**config.mk**
```make
export PLATFORM = sky130hd
export DESIGN_NAME = context_scheduler_flat
export DESIGN_NICKNAME = d
export VERILOG_FILES = /design/src/rtl/context_scheduler_pkg.sv /design/src/rtl/context_scheduler_if.sv /design/src/rtl/context_scheduler_rr_picker.sv /design/src/rtl/context_scheduler.sv /design/src/flat_wrapper.sv
export SDC_FILE = /design/constraint.sdc
export NUM_CORES = 1
export LEC_CHECK = 0
export ABC_AREA = 1
export CAP_MARGIN = 20
export CORE_ASPECT_RATIO = 1.4
export CORE_MARGIN = 5
export CORE_UTILIZATION = 52
export DETAILED_ROUTE_END_ITERATION = 10
export DONT_BUFFER_PORTS = 1
export GPL_ROUTABILITY_DRIVEN = 0
export GPL_TIMING_DRIVEN = 0
export PLACE_DENSITY = 0.71
export SLEW_MARGIN = 30
export SYNTH_ARGS = -nofsm -noshare
export SYNTH_HDL_FRONTEND = slang
export SYNTH_SLANG_ARGS = --single-unit
```
**constraint.sdc**
```tcl
create_clock -name Clock -period 2.55 [get_ports Clock]
set_clock_uncertainty 0.1 [all_clocks]
set_input_delay 0.3825 -clock Clock [delete_from_list [all_inputs] [get_ports Clock]]
set_output_delay 0.3825 -clock Clock [all_outputs]
set_load 0.02 [all_outputs]
```
**src/rtl/context_scheduler_pkg.sv**
```systemverilog
// Shared constants for the round-robin context scheduler.
// Optional preemption is enabled by defining CTX_SCHED_PREEMPT_EN.
package ctx_sched_pkg;

  localparam int unsigned N_PROC          = 4;
  localparam int unsigned PC_WIDTH        = 10;
  localparam int unsigned QUANTUM_WIDTH   = 16;
  localparam int unsigned DEFAULT_QUANTUM = 1000;
  localparam int unsigned CTX_W           = $clog2(N_PROC);

  localparam logic [CTX_W-1:0] OS_CTX = '0;

  localparam logic [2:0] ST_RUN     = 3'd0;
  localparam logic [2:0] ST_SAVE    = 3'd1;
  localparam logic [2:0] ST_SELECT  = 3'd2;
  localparam logic [2:0] ST_RESTORE = 3'd3;
  localparam logic [2:0] ST_DEAD    = 3'd4;

endpackage

```
**src/rtl/context_scheduler_if.sv**
```systemverilog
// Decoder/pipeline-side bundle of the context scheduler.
// master = pipeline/decoder side, slave = scheduler.
interface context_scheduler_if #(
  parameter int unsigned N_PROC        = ctx_sched_pkg::N_PROC,
  parameter int unsigned PC_WIDTH      = ctx_sched_pkg::PC_WIDTH,
  parameter int unsigned QUANTUM_WIDTH = ctx_sched_pkg::QUANTUM_WIDTH
);
  logic                      Change_Context;
  logic                      Halt;
  logic [PC_WIDTH-1:0]       Cur_PC;
  logic [N_PROC-1:0]         Ready_Mask;
  logic [QUANTUM_WIDTH-1:0]  Quantum;
  logic                      Quantum_Load;
  logic                      Stall;
  logic                      PC_Load;
  logic [PC_WIDTH-1:0]       PC_Next;
  logic [$clog2(N_PROC)-1:0] Ctx_Id;
  logic                      Ctx_Switch;
  logic                      Sys_Halt;

  modport master (
    output Change_Context, Halt, Cur_PC, Ready_Mask, Quantum, Quantum_Load,
    input  Stall, PC_Load, PC_Next, Ctx_Id, Ctx_Switch, Sys_Halt
  );

  modport slave (
    input  Change_Context, Halt, Cur_PC, Ready_Mask, Quantum, Quantum_Load,
    output Stall, PC_Load, PC_Next, Ctx_Id, Ctx_Switch, Sys_Halt
  );
endinterface

```
**src/rtl/context_scheduler_rr_picker.sv**
```systemverilog
// Combinational round-robin picker: first eligible context after cur_id_i,
// wrapping modulo N_PROC, with cur_id_i itself considered last.
module rr_picker #(
  parameter int unsigned N_PROC = 4
) (
  input  logic [N_PROC-1:0]         eligible_i,
  input  logic [$clog2(N_PROC)-1:0] cur_id_i,
  output logic [$clog2(N_PROC)-1:0] next_id_c,
  output logic                      none_eligible_c
);
  localparam int unsigned CW = $clog2(N_PROC);

  logic [CW-1:0] idx;

  // Walk from farthest to nearest so the nearest eligible id wins.
  always_comb begin
    next_id_c       = cur_id_i;
    none_eligible_c = 1'b1;
    idx             = cur_id_i;
    for (int i = int'(N_PROC); i > 0; i--) begin
      idx = cur_id_i + CW'(i);
      if (eligible_i[idx]) begin
        next_id_c       = idx;
        none_eligible_c = 1'b0;
      end
    end
  end
endmodule

```
**src/rtl/context_scheduler.sv**
```systemverilog
// Round-robin context scheduler: save/select/restore sequencing, PC table,
// halted flags, optional quantum preemption (CTX_SCHED_PREEMPT_EN).
module context_scheduler
  import ctx_sched_pkg::*;
#(
  parameter int unsigned N_PROC          = ctx_sched_pkg::N_PROC,
  parameter int unsigned PC_WIDTH        = ctx_sched_pkg::PC_WIDTH,
  parameter int unsigned QUANTUM_WIDTH   = ctx_sched_pkg::QUANTUM_WIDTH,
  parameter int unsigned DEFAULT_QUANTUM = ctx_sched_pkg::DEFAULT_QUANTUM
) (
  input logic                 Clock,
  input logic                 Reset,
  context_scheduler_if.slave  sif
);
  localparam int unsigned CW = $clog2(N_PROC);

  logic [2:0]          state_q, state_d;
  logic [CW-1:0]       ctx_q, ctx_d;
  logic [N_PROC-1:0]   halted_q, halted_d;
  logic [PC_WIDTH-1:0] pc_tab_q [N_PROC];
  logic [PC_WIDTH-1:0] pc_tab_d [N_PROC];
  logic [PC_WIDTH-1:0] pc_next_q, pc_next_d;
  logic                stall_q, stall_d;
  logic                pc_load_q, pc_load_d;
  logic                ctx_switch_q, ctx_switch_d;
  logic                sys_halt_q, sys_halt_d;

  logic [N_PROC-1:0]   eligible_c;
  logic [CW-1:0]       pick_id_c;
  logic                pick_none_c;
  logic                expiry_c;
  logic                trigger_c;

`ifdef CTX_SCHED_PREEMPT_EN
  logic [QUANTUM_WIDTH-1:0] quantum_q, quantum_d;
  logic [QUANTUM_WIDTH-1:0] cnt_q, cnt_d;

  // Counter runs only in RUN and is reloaded as the new context resumes.
  always_comb begin
    quantum_d = sif.Quantum_Load ? sif.Quantum : quantum_q;
    cnt_d     = cnt_q;
    if (state_q == ST_RUN)     cnt_d = cnt_q - QUANTUM_WIDTH'(1);
    if (state_q == ST_RESTORE) cnt_d = quantum_q;
  end

  assign expiry_c = (state_q == ST_RUN) && (cnt_q == QUANTUM_WIDTH'(1)) &&
                    (quantum_q != '0);

  always_ff @(posedge Clock) begin
    if (Reset) begin
      quantum_q <= QUANTUM_WIDTH'(DEFAULT_QUANTUM);
      cnt_q     <= QUANTUM_WIDTH'(DEFAULT_QUANTUM);
    end else begin
      quantum_q <= quantum_d;
      cnt_q     <= cnt_d;
    end
  end
`else
  logic [QUANTUM_WIDTH-1:0] unused_quantum;
  logic                     unused_quantum_load;
  assign unused_quantum      = sif.Quantum ^ QUANTUM_WIDTH'(DEFAULT_QUANTUM);
  assign unused_quantum_load = sif.Quantum_Load;
  assign expiry_c            = 1'b0;
`endif

  // The OS context is always considered loaded.
  assign eligible_c = (sif.Ready_Mask | N_PROC'(1)) & ~halted_q;
  assign trigger_c  = sif.Halt | sif.Change_Context | expiry_c;

  rr_picker #(.N_PROC(N_PROC)) u_picker (
    .eligible_i      (eligible_c),
    .cur_id_i        (ctx_q),
    .next_id_c       (pick_id_c),
    .none_eligible_c (pick_none_c)
  );

  always_comb begin
    state_d      = state_q;
    ctx_d        = ctx_q;
    halted_d     = halted_q;
    pc_tab_d     = pc_tab_q;
    pc_next_d    = pc_next_q;
    pc_load_d    = 1'b0;
    ctx_switch_d = 1'b0;
    case (state_q)
      ST_RUN: begin
        if (trigger_c) begin
          state_d = ST_SAVE;
          if (sif.Halt) halted_d[ctx_q] = 1'b1;
        end
      end
      ST_SAVE: begin
        pc_tab_d[ctx_q] = sif.Cur_PC;
        state_d         = ST_SELECT;
      end
      ST_SELECT: begin
        if (pick_none_c) begin
          state_d = ST_DEAD;
        end else begin
          state_d      = ST_RESTORE;
          ctx_d        = pick_id_c;
          pc_next_d    = pc_tab_q[pick_id_c];
          pc_load_d    = 1'b1;
          ctx_switch_d = (pick_id_c != ctx_q);
        end
      end
      ST_RESTORE: state_d = ST_RUN;
      ST_DEAD:    state_d = ST_DEAD;
      default:    state_d = ST_RUN;
    endcase
    stall_d    = (state_d != ST_RUN);
    sys_halt_d = (state_d == ST_DEAD);
  end

  always_ff @(posedge Clock) begin
    if (Reset) begin
      state_q      <= ST_RUN;
      ctx_q        <= OS_CTX;
      halted_q     <= '0;
      pc_tab_q     <= '{default: '0};
      pc_next_q    <= '0;
      stall_q      <= 1'b0;
      pc_load_q    <= 1'b0;
      ctx_switch_q <= 1'b0;
      sys_halt_q   <= 1'b0;
    end else begin
      state_q      <= state_d;
      ctx_q        <= ctx_d;
      halted_q     <= halted_d;
      pc_tab_q     <= pc_tab_d;
      pc_next_q    <= pc_next_d;
      stall_q      <= stall_d;
      pc_load_q    <= pc_load_d;
      ctx_switch_q <= ctx_switch_d;
      sys_halt_q   <= sys_halt_d;
    end
  end

  assign sif.Stall      = stall_q;
  assign sif.PC_Load    = pc_load_q;
  assign sif.PC_Next    = pc_next_q;
  assign sif.Ctx_Id     = ctx_q;
  assign sif.Ctx_Switch = ctx_switch_q;
  assign sif.Sys_Halt   = sys_halt_q;
endmodule
```
**src/flat_wrapper.sv**
```systemverilog
// flat-port wrapper written by rule: the top's interface ports become plain ports
module context_scheduler_flat import ctx_sched_pkg::*;
#(
  parameter int unsigned N_PROC          = ctx_sched_pkg::N_PROC,
  parameter int unsigned PC_WIDTH        = ctx_sched_pkg::PC_WIDTH,
  parameter int unsigned QUANTUM_WIDTH   = ctx_sched_pkg::QUANTUM_WIDTH,
  parameter int unsigned DEFAULT_QUANTUM = ctx_sched_pkg::DEFAULT_QUANTUM
)
  (Clock, Reset, sif_Change_Context, sif_Halt, sif_Cur_PC, sif_Ready_Mask, sif_Quantum, sif_Quantum_Load, sif_Stall, sif_PC_Load, sif_PC_Next, sif_Ctx_Id, sif_Ctx_Switch, sif_Sys_Halt);
  context_scheduler_if #(.N_PROC(N_PROC), .PC_WIDTH(PC_WIDTH), .QUANTUM_WIDTH(QUANTUM_WIDTH)) sif_i ();
  input logic Clock;
  input logic Reset;
  input wire logic [$bits(sif_i.Change_Context)-1:0] sif_Change_Context;
  input wire logic [$bits(sif_i.Halt)-1:0] sif_Halt;
  input wire logic [$bits(sif_i.Cur_PC)-1:0] sif_Cur_PC;
  input wire logic [$bits(sif_i.Ready_Mask)-1:0] sif_Ready_Mask;
  input wire logic [$bits(sif_i.Quantum)-1:0] sif_Quantum;
  input wire logic [$bits(sif_i.Quantum_Load)-1:0] sif_Quantum_Load;
  output wire logic [$bits(sif_i.Stall)-1:0] sif_Stall;
  output wire logic [$bits(sif_i.PC_Load)-1:0] sif_PC_Load;
  output wire logic [$bits(sif_i.PC_Next)-1:0] sif_PC_Next;
  output wire logic [$bits(sif_i.Ctx_Id)-1:0] sif_Ctx_Id;
  output wire logic [$bits(sif_i.Ctx_Switch)-1:0] sif_Ctx_Switch;
  output wire logic [$bits(sif_i.Sys_Halt)-1:0] sif_Sys_Halt;
  assign sif_i.Change_Context = sif_Change_Context;
  assign sif_i.Halt = sif_Halt;
  assign sif_i.Cur_PC = sif_Cur_PC;
  assign sif_i.Ready_Mask = sif_Ready_Mask;
  assign sif_i.Quantum = sif_Quantum;
  assign sif_i.Quantum_Load = sif_Quantum_Load;
  assign sif_Stall = sif_i.Stall;
  assign sif_PC_Load = sif_i.PC_Load;
  assign sif_PC_Next = sif_i.PC_Next;
  assign sif_Ctx_Id = sif_i.Ctx_Id;
  assign sif_Ctx_Switch = sif_i.Ctx_Switch;
  assign sif_Sys_Halt = sif_i.Sys_Halt;
  context_scheduler #(.N_PROC(N_PROC), .PC_WIDTH(PC_WIDTH), .QUANTUM_WIDTH(QUANTUM_WIDTH), .DEFAULT_QUANTUM(DEFAULT_QUANTUM)) u_core (.Clock(Clock), .Reset(Reset), .sif(sif_i));
endmodule
```
==> metrics.txt, run 1 <==
Worst VDD drop 556 uV; DR iter-0 viols 140; Die Wd 72.5 um; simple-gate share of the synthesized area 0.274; CP arrival 2.58 ns; first-pass GRT wire length 11.7 mm; count leader, synth nand2_1; FMAX 0.409 GHz; via count 2,542; RSZ-0062 raised after global routing false; #FFs+latches synth 63; most frequent cells after synthesis nand2_1, dfxtp_1, o21ai_0, nor2_1, inv_1; Hold/Removal Path Class input pin to flop; Initial Util 0.526; IO buf count 0; max-slew violations 0; num ports 51; gr usage total 0.217; TritonCTS Buffers 9; Post-synth ARST share 0; r2r startpoint u_core.sif.Ctx_Id[0]; ranking of synthesized cells by area dfxtp_1, nand2_1, o21ai_0; synth unique cells 30; Post-Syn Nets 430; Setup CP Type flop to flop; Ys Warns 0; core footprint 5410 um2; H-tree levels 3; mapped cell area 2840 um2; MaxCap Viol Count 0; Total Wirelength 7.15 mm; Mean Syn Cell Area 7.27 um2; hold_buf cts 0; XOR/XNOR Fraction of Synth Area 0; Root Buffer clkbuf_8; Critical Path Source u_core.sif.Ctx_Id[0]; number of diodes 0; static leakage 1.31 nW; Area Overhead vs Synth 10.6%; cell area after layout 3150 um2; Critical Path Start Type flop; Max Buffers Root-to-Sink 2; post-synthesis mux area share 0; placed cells 459; gr ovfl total 0; Nets 442; clk_lat worst skew 0.34 ns; largest family of logic cells by synthesized area simple AND/OR/NAND/NOR gates; FP Rows 32; CTS tree yes; Post-Synthesis Cells 391; layout cells sized above 1 0.127; fin crit share 0.958; nature of the critical path endpoint flop; Worst EP required 2.69 ns; Die Ht 97.5 um; CP max FO 10; Power Total 2.75 mW; crit path to u_core.sif.PC_Next[9]; non-filler cells, final 476; CTS Sinks 63; final hold violations 0; status finished, final reports clean; sequential share of the synthesized area 0.443; DPL Wire Length 5.04 mm; power per cell area 873 nW/um2; Synth top area share 0.443; Synth Area in Compound Gates 0.173; final worst path period need 2.44 ns; Clock transition at path regs 0.07 ns; area share of fa/ha/maj cells after synthesis 0.0176; vias in the first global route 2,344; reg2reg setup slack 0.11 ns; antenna violations before repair 0; FF-to-FF path depth 13; Max-Slew Margin vs Limit 0.514; Residual DRC 0; ys flop type dfxtp_1; area leader, netlist dfxtp_1; pin count of the biggest net entering global routing 12; worst-margin pin slew 0.725 ns; worst r2r dst u_core.sif.PC_Next[9]; Placed Instance Area 2930 um2; setup violators final 0; Pre-Repair DR Iteration Count 4; worst hold slack 0.107 ns; total die area 7070 um2; DR WL/cell 15.0 um; via/cell ratio 5.34; Final ANT Viol Nets 0; Post-synth EDFFs 0; min-delay src sif_Cur_PC[6]
-- where the power goes --
part	switching, mW	leakage, nW	internal, mW
logic	0.509	0.706	0.242
registers	0.0897	0.513	1.07
clock network	0.385	0.0960	0.448
-- cells in the final DEF, fill, tap and decap left out, drive strengths merged, types with 3 or more instances in the layout --
master	n
nor3	3
inv	44
nand2	92
buf	6
clkinv	5
nand3	27
dfxtp	63
clkbuf	20
a21oi	39
o21ai	49
o211ai	4
ha	4
nor2	44
-- routing by layer --
layer | vias up | routed length [um] | track usage
li1 | 1283 | - | -
met1 | 1171 | 2860 | 0.258
met2 | 76 | 3660 | 0.363
met3 | 12 | 493 | 0.0569
met4 | 0 | 133 | 0.0895
met5 | - | 0 | 0
-- critical path, cell delays in order (launching register included) --
cell	delay (ns)
dfxtp_4	0.41
buf_6	0.16
inv_6	0.06
ha_1	0.34
inv_1	0.13
nand3_1	0.14
nand2_2	0.16
nor3_4	0.07
nor2_4	0.19
nand2_1	0.12
inv_4	0.14
o21ai_1	0.10
a21oi_1	0.15
nor2_1	0.06
-- cell families (layout without fill, tap and decap cells) --
group	after synthesis	count (layout)
and+or+nand+nor	168	168
AOI/OAI and AO/OA	95	95
DFF	63	63
buffers and inverters	61	78
adders and majority gates	4	4
-- registers in the layout, indices dropped and copies added (netlist names) --
name                   count
u_core.pc_tab_q           40
u_core.sif.PC_Next        10
u_core.halted_q            4
u_core.state_q             3
u_core.sif.Ctx_Id          2
u_core.sif.Ctx_Switch      1
u_core.sif.PC_Load         1
u_core.sif.Stall           1
u_core.sif.Sys_Halt        1
-- repair_timing --
item	CTS	global route
pin swaps	0	1
endpoints found under the setup margin	10	10
gates resized for setup	2	7
buffers inserted	0	1
-- how the worst min path moves through the flow --
stage,end,slack [ns],cells past startpoint
after floorplan,u_core.pc_tab_q[10],0.33,2
after global placement,u_core.pc_tab_q[28],0.34,2
after detailed placement,u_core.pc_tab_q[26],0.34,2
after CTS,u_core.pc_tab_q[7],0.1,2
after global routing,u_core.pc_tab_q[37],0.11,2
final,u_core.pc_tab_q[36],0.11,2
-- area by class of cell --
class / instances / area [um2]
buffer: 15 / 83.8
clock buffer: 10 / 128
clock inverter: 6 / 61.3
fill: 546 / 2260
inverter: 46 / 186
multi-input combinational: 267 / 1330
sequential: 63 / 1270
tap: 68 / 85.1
timing repair buffer: 1 / 7.51
-- per-stage QoR --
step                       util  worst slack, ns  TNS (ns)
after floorplan               -            0.309         0
after global placement    0.542          -0.0869    -0.460
after detailed placement  0.542          -0.0644    -0.373
after CTS                 0.577           0.0294         0
after global routing      0.582          0.00561         0
final                     0.582            0.106         0
(Power assumes the default switching activity.)
==> run 2, diff against run 1 <==
--- a/config.mk
+++ b/config.mk
@@ -8,13 +8,14 @@
 export ABC_AREA = 1
 export CAP_MARGIN = 20
 export CORE_ASPECT_RATIO = 1.4
-export CORE_MARGIN = 5
+export CORE_MARGIN = 3
 export CORE_UTILIZATION = 52
 export DETAILED_ROUTE_END_ITERATION = 10
 export DONT_BUFFER_PORTS = 1
 export GPL_ROUTABILITY_DRIVEN = 0
 export GPL_TIMING_DRIVEN = 0
 export PLACE_DENSITY = 0.71
+export RECOVER_POWER = 25
 export SLEW_MARGIN = 30
 export SYNTH_ARGS = -nofsm -noshare
 export SYNTH_HDL_FRONTEND = slang
==> metrics.txt, run 2 (synthesis gave the netlist of run 1 again) <==
Die Wd 68.5 um; placed cells 457; num ports 51; setup violators final 0; Initial Util 0.543; Residual DRC 0; H-tree levels 3; TritonCTS Buffers 9; CTS tree yes; switching power of the nets 969 uW; Setup CP Type flop to flop; Root Buffer clkbuf_8; pin count of the biggest net entering global routing 11; FMAX 0.413 GHz; Nets 442; sequential share of power 0.430; CTS Sinks 63; Worst EP required 2.69 ns; via/cell ratio 5.43; worst-margin pin slew 0.655 ns; DR iter-0 viols 138; commonest non-fill, non-tap cell in the layout nand2_1; gr ovfl total 0; hold_buf cts 0; Pre-Repair DR Iteration Count 4; Clock transition at path regs 0.07 ns; FP Rows 31; Max-Slew Margin vs Limit 0.561; DPL Wire Length 4.93 mm; Worst VDD drop 425 uV; Die Ht 93.5 um; clk_lat worst skew 0.34 ns; antenna violations before repair 0; Largest Register u_core.pc_tab_q; CP max FO 10; non-filler cells, final 473; max-slew violations 0; Fill cells 528; PnR worst setup slack 0.131 ns; pre-CTS setup slack -0.120 ns; Final ANT Viol Nets 0; max reg flops 40; via count 2,570; vias in the first global route 2,359; Total Wirelength 7.18 mm; internal power component 1.74 mW; MaxCap Viol Count 0; CP arrival 2.56 ns; static leakage 1.32 nW; fin crit share 0.949; most frequent cells in the layout nand2_1, dfxtp_1, o21ai_0, inv_1, nor2_1; status finished, final reports clean; Max Buffers Root-to-Sink 2; final worst path period need 2.42 ns; core footprint 5240 um2; gr usage total 0.249; Critical Path Start Type flop; worst hold slack 0.101 ns; layout cells sized above 1 0.123; Area Overhead vs Synth 10.0%; number of diodes 0; power per cell area 864 nW/um2; setup_tns 0 ns; final hold violations 0; total die area 6410 um2; IO buf count 0; DR WL/cell 15.2 um; Hold/Removal Path Class input pin to flop; nature of the critical path endpoint flop; power share of the clock group 0.298; Gate power share 0.272; first-pass GRT wire length 11.5 mm; switch share 0.358
==> run 2: cell count changes in the layout (fill, tap and decap cells not counted) <==
cell | before | now
bufinv_16 | 1 | 0
clkinv_4 | 1 | 0
nand2_1 | 74 | 75
clkbuf_1 | 11 | 10
clkinvlp_4 | 2 | 1
inv_2 | 1 | 2
inv_1 | 40 | 41
inv_4 | 2 | 1
nand2_2 | 13 | 12
clkinv_2 | 3 | 2
clkbuf_8 | 9 | 12
==> run 2: timing repair <==
action,CTS,global route
setup buffers,0,1
gates resized for setup,3,3
endpoints found under the setup margin,10,10
pin swaps,0,1
==> run 2: per-layer routing <==
metal | vias to the layer above | GRT usage | share of wire
met5 | - | 0 | 0
met4 | 0 | 0.119 | 0.030
met3 | 21 | 0.0709 | 0.072
met2 | 81 | 0.406 | 0.50
met1 | 1183 | 0.291 | 0.40
li1 | 1285 | - | -
==> run 2: final timing paths <==
| kind | startpoint | to | slack (ns) | depth (start not counted) |
|---|---|---|---|---|
| setup reg to reg | u_core.sif.Ctx_Id[1] | u_core.sif.PC_Next[9] | 0.13 | 12 |
| hold / removal | sif_Cur_PC[5] | u_core.pc_tab_q[5] | 0.10 | 2 |
| hold reg to reg | u_core.pc_tab_q[33] | u_core.pc_tab_q[33] | 0.35 | 2 |
| setup / recovery | u_core.sif.Ctx_Id[1] | u_core.sif.PC_Next[9] | 0.13 | 12 |
==> run 2: cell type report <==
cell class	count	area [um2]	share of cell area
inverter	46	180	0.0576
sequential	63	1270	0.405
clock inverter	3	17.5	0.00560
tap	66	82.6	0.0264
multi-input combinational	267	1330	0.424
clock buffer	12	165	0.0528
buffer	15	83.8	0.0268
timing repair buffer	1	7.51	0.00240
==> run 2: critical path: stages (launching register included) <==
cell and delay (ns):
dfxtp_2 0.46, inv_1 0.16, ha_1 0.36, inv_1 0.13, nand3_1 0.12, nand2_2 0.15, nor3_4 0.07, nor2_4 0.18
nand2_1 0.12, inv_4 0.14, o21ai_1 0.08, a21oi_1 0.17, nor2_1 0.06
==> run 2: stage by stage <==
stage	util	cell area, um2	total power [mW]
finish	0.598	3130	2.70
global route	0.598	3130	2.86
CTS	0.595	3110	2.71
detailed placement	0.559	2930	1.91
global placement	0.559	2930	1.90
floorplan	-	2840	1.74
==> run 2: power groups by stage <==
stage | Combinational (mW) | Sequential [mW] | Clock [mW]
after detailed placement | 0.728 | 1.19 | 0
after global placement | 0.714 | 1.18 | 0
final | 0.735 | 1.16 | 0.805
after global routing | 0.828 | 1.17 | 0.857
after CTS | 0.733 | 1.16 | 0.814
after floorplan | 0.564 | 1.17 | 0
==> run 3, diff against run 2 <==
--- a/config.mk
+++ b/config.mk
@@ -6,15 +6,15 @@
 export NUM_CORES = 1
 export LEC_CHECK = 0
 export ABC_AREA = 1
+export BUFFER_PORTS_ARGS = -buffer_cell sky130_fd_sc_hd__buf_4
 export CAP_MARGIN = 20
 export CORE_ASPECT_RATIO = 1.4
 export CORE_MARGIN = 3
 export CORE_UTILIZATION = 52
 export DETAILED_ROUTE_END_ITERATION = 10
-export DONT_BUFFER_PORTS = 1
 export GPL_ROUTABILITY_DRIVEN = 0
 export GPL_TIMING_DRIVEN = 0
-export PLACE_DENSITY = 0.71
+export PLACE_DENSITY = 0.79
 export RECOVER_POWER = 25
 export SLEW_MARGIN = 30
 export SYNTH_ARGS = -nofsm -noshare
==> metrics.txt, run 3 (synthesis gave the netlist of run 1 again) <==
Setup CP Type flop to flop; DPL Wire Length 4.94 mm; IO buf count 31; CP arrival 2.55 ns; power per cell area 856 nW/um2; pin count of the biggest net entering global routing 11; final hold violations 0; total die area 6410 um2; placed cells 488; max reg flops 40; status finished, final reports clean; Fill cells 501; static leakage 1.44 nW; vias in the first global route 2,488; pre-CTS setup slack 0.0703 ns; via count 2,698; reg2reg setup slack 0.13 ns; Total Wirelength 7.32 mm; nature of the critical path endpoint flop; Critical Path Start Type flop; layout cells sized above 1 0.163; FMAX 0.414 GHz; cell area after layout 3370 um2; Worst EP required 2.68 ns; DR WL/cell 14.4 um; Initial Util 0.543; antenna violations before repair 0; core footprint 5240 um2; CP top delay family buffers and inverters; Final ANT Viol Nets 0; num ports 51; Placed Instance Area 3160 um2; slowest CP cell dfxtp_2; TritonCTS Buffers 9; PnR worst setup slack 0.135 ns; Residual DRC 0; FP Rows 31; Area Overhead vs Synth 18.4%; Cell Chain, Critical Path buf_6 > inv_6 > ha_1 > inv_2 > nand3_1 > nand2_2 > buf_4 > inv_1 > nand2_4 > nand2_4 > buf_2 > o211ai_1 > nand2_1; fin crit share 0.947; Root Buffer clkbuf_8; number of diodes 0; gr usage total 0.246; final worst path period need 2.42 ns; Die Ht 93.5 um; H-tree levels 3; non-filler cells, final 507; most frequent cells in the layout nand2_1, dfxtp_1, o21ai_0, nor2_1, inv_1; Die Wd 68.5 um; commonest non-fill, non-tap cell in the layout nand2_1; setup violators final 0; Worst VDD drop 629 uV; first-pass GRT wire length 11.6 mm; Clock transition at path regs 0.07 ns; setup_tns 0 ns; MaxCap Viol Count 0; CTS Sinks 63; worst-margin pin slew 0.706 ns; CP max FO 10; Max-Slew Margin vs Limit 0.527; DR iter-0 viols 185; Buf/Inv on CP 6; max-slew violations 0; CTS tree yes; Largest Register u_core.pc_tab_q; Hold/Removal Path Class input pin to flop; worst hold slack 0.207 ns; CP peak stage delay 0.36 ns; Nets 475; gr ovfl total 0; Pre-Repair DR Iteration Count 5; most frequent CP cell nand2_4; Max Buffers Root-to-Sink 2; clk_lat worst skew 0.35 ns; via/cell ratio 5.32; hold_buf cts 0
[run 3: layout make-up]
type                    instances  area [um2]  share of cell area
plain buffers                  15        83.8              0.0249
clock buffers                  13         169              0.0501
clock inverters                 3        40.0              0.0119
inverters                      46         185              0.0550
multi-input cells             267        1340               0.398
flip-flops and latches         63        1260               0.375
well taps                      66        82.6              0.0245
repair buffers                 33         195              0.0579
repair inverters                1        7.51             0.00223
[run 3: where the power goes]
part | switching (mW) | internal [mW]
Combinational | 0.581 | 0.280
Clock | 0.377 | 0.528
Sequential | 0.0448 | 1.07
[run 3: metrics by stage]
step	total power, mW	util
after floorplan	1.74	-
after global placement	1.95	0.603
after detailed placement	1.97	0.603
after CTS	2.86	0.643
after global routing	3.03	0.643
final	2.88	0.643
[run 3: worst paths after layout]
| kind | from | endpoint | depth (start not counted) |
|---|---|---|---|
| worst max-delay path | u_core.sif.Ctx_Id[0] | u_core.sif.PC_Next[4] | 13 |
| worst min register to register | u_core.pc_tab_q[26] | u_core.pc_tab_q[26] | 2 |
| worst min-delay path | sif_Cur_PC[7] | u_core.pc_tab_q[7] | 3 |
| worst max register to register | u_core.sif.Ctx_Id[0] | u_core.sif.PC_Next[4] | 13 |
[run 3: tightest hold or removal path: cells and delay by family]
kind,cells,cell delay [ns]
AOI/OAI and AO/OA,1,0.07
buffers and inverters,1,0.09
and+or+nand+nor,1,0.07
[run 3: repair_timing]
action | 4_1_cts | 5_1_grt
setup buffers | 0 | 2
setup endpoints to repair | 0 | 10
gates resized for setup | 0 | 12
[run 3: per-layer routing]
metal	routed length (um)	GRT usage	vias to the layer above
li1	-	-	1357
met1	2910	0.293	1219
met2	3750	0.402	101
met3	449	0.0361	21
met4	208	0.154	0
met5	0	0	-
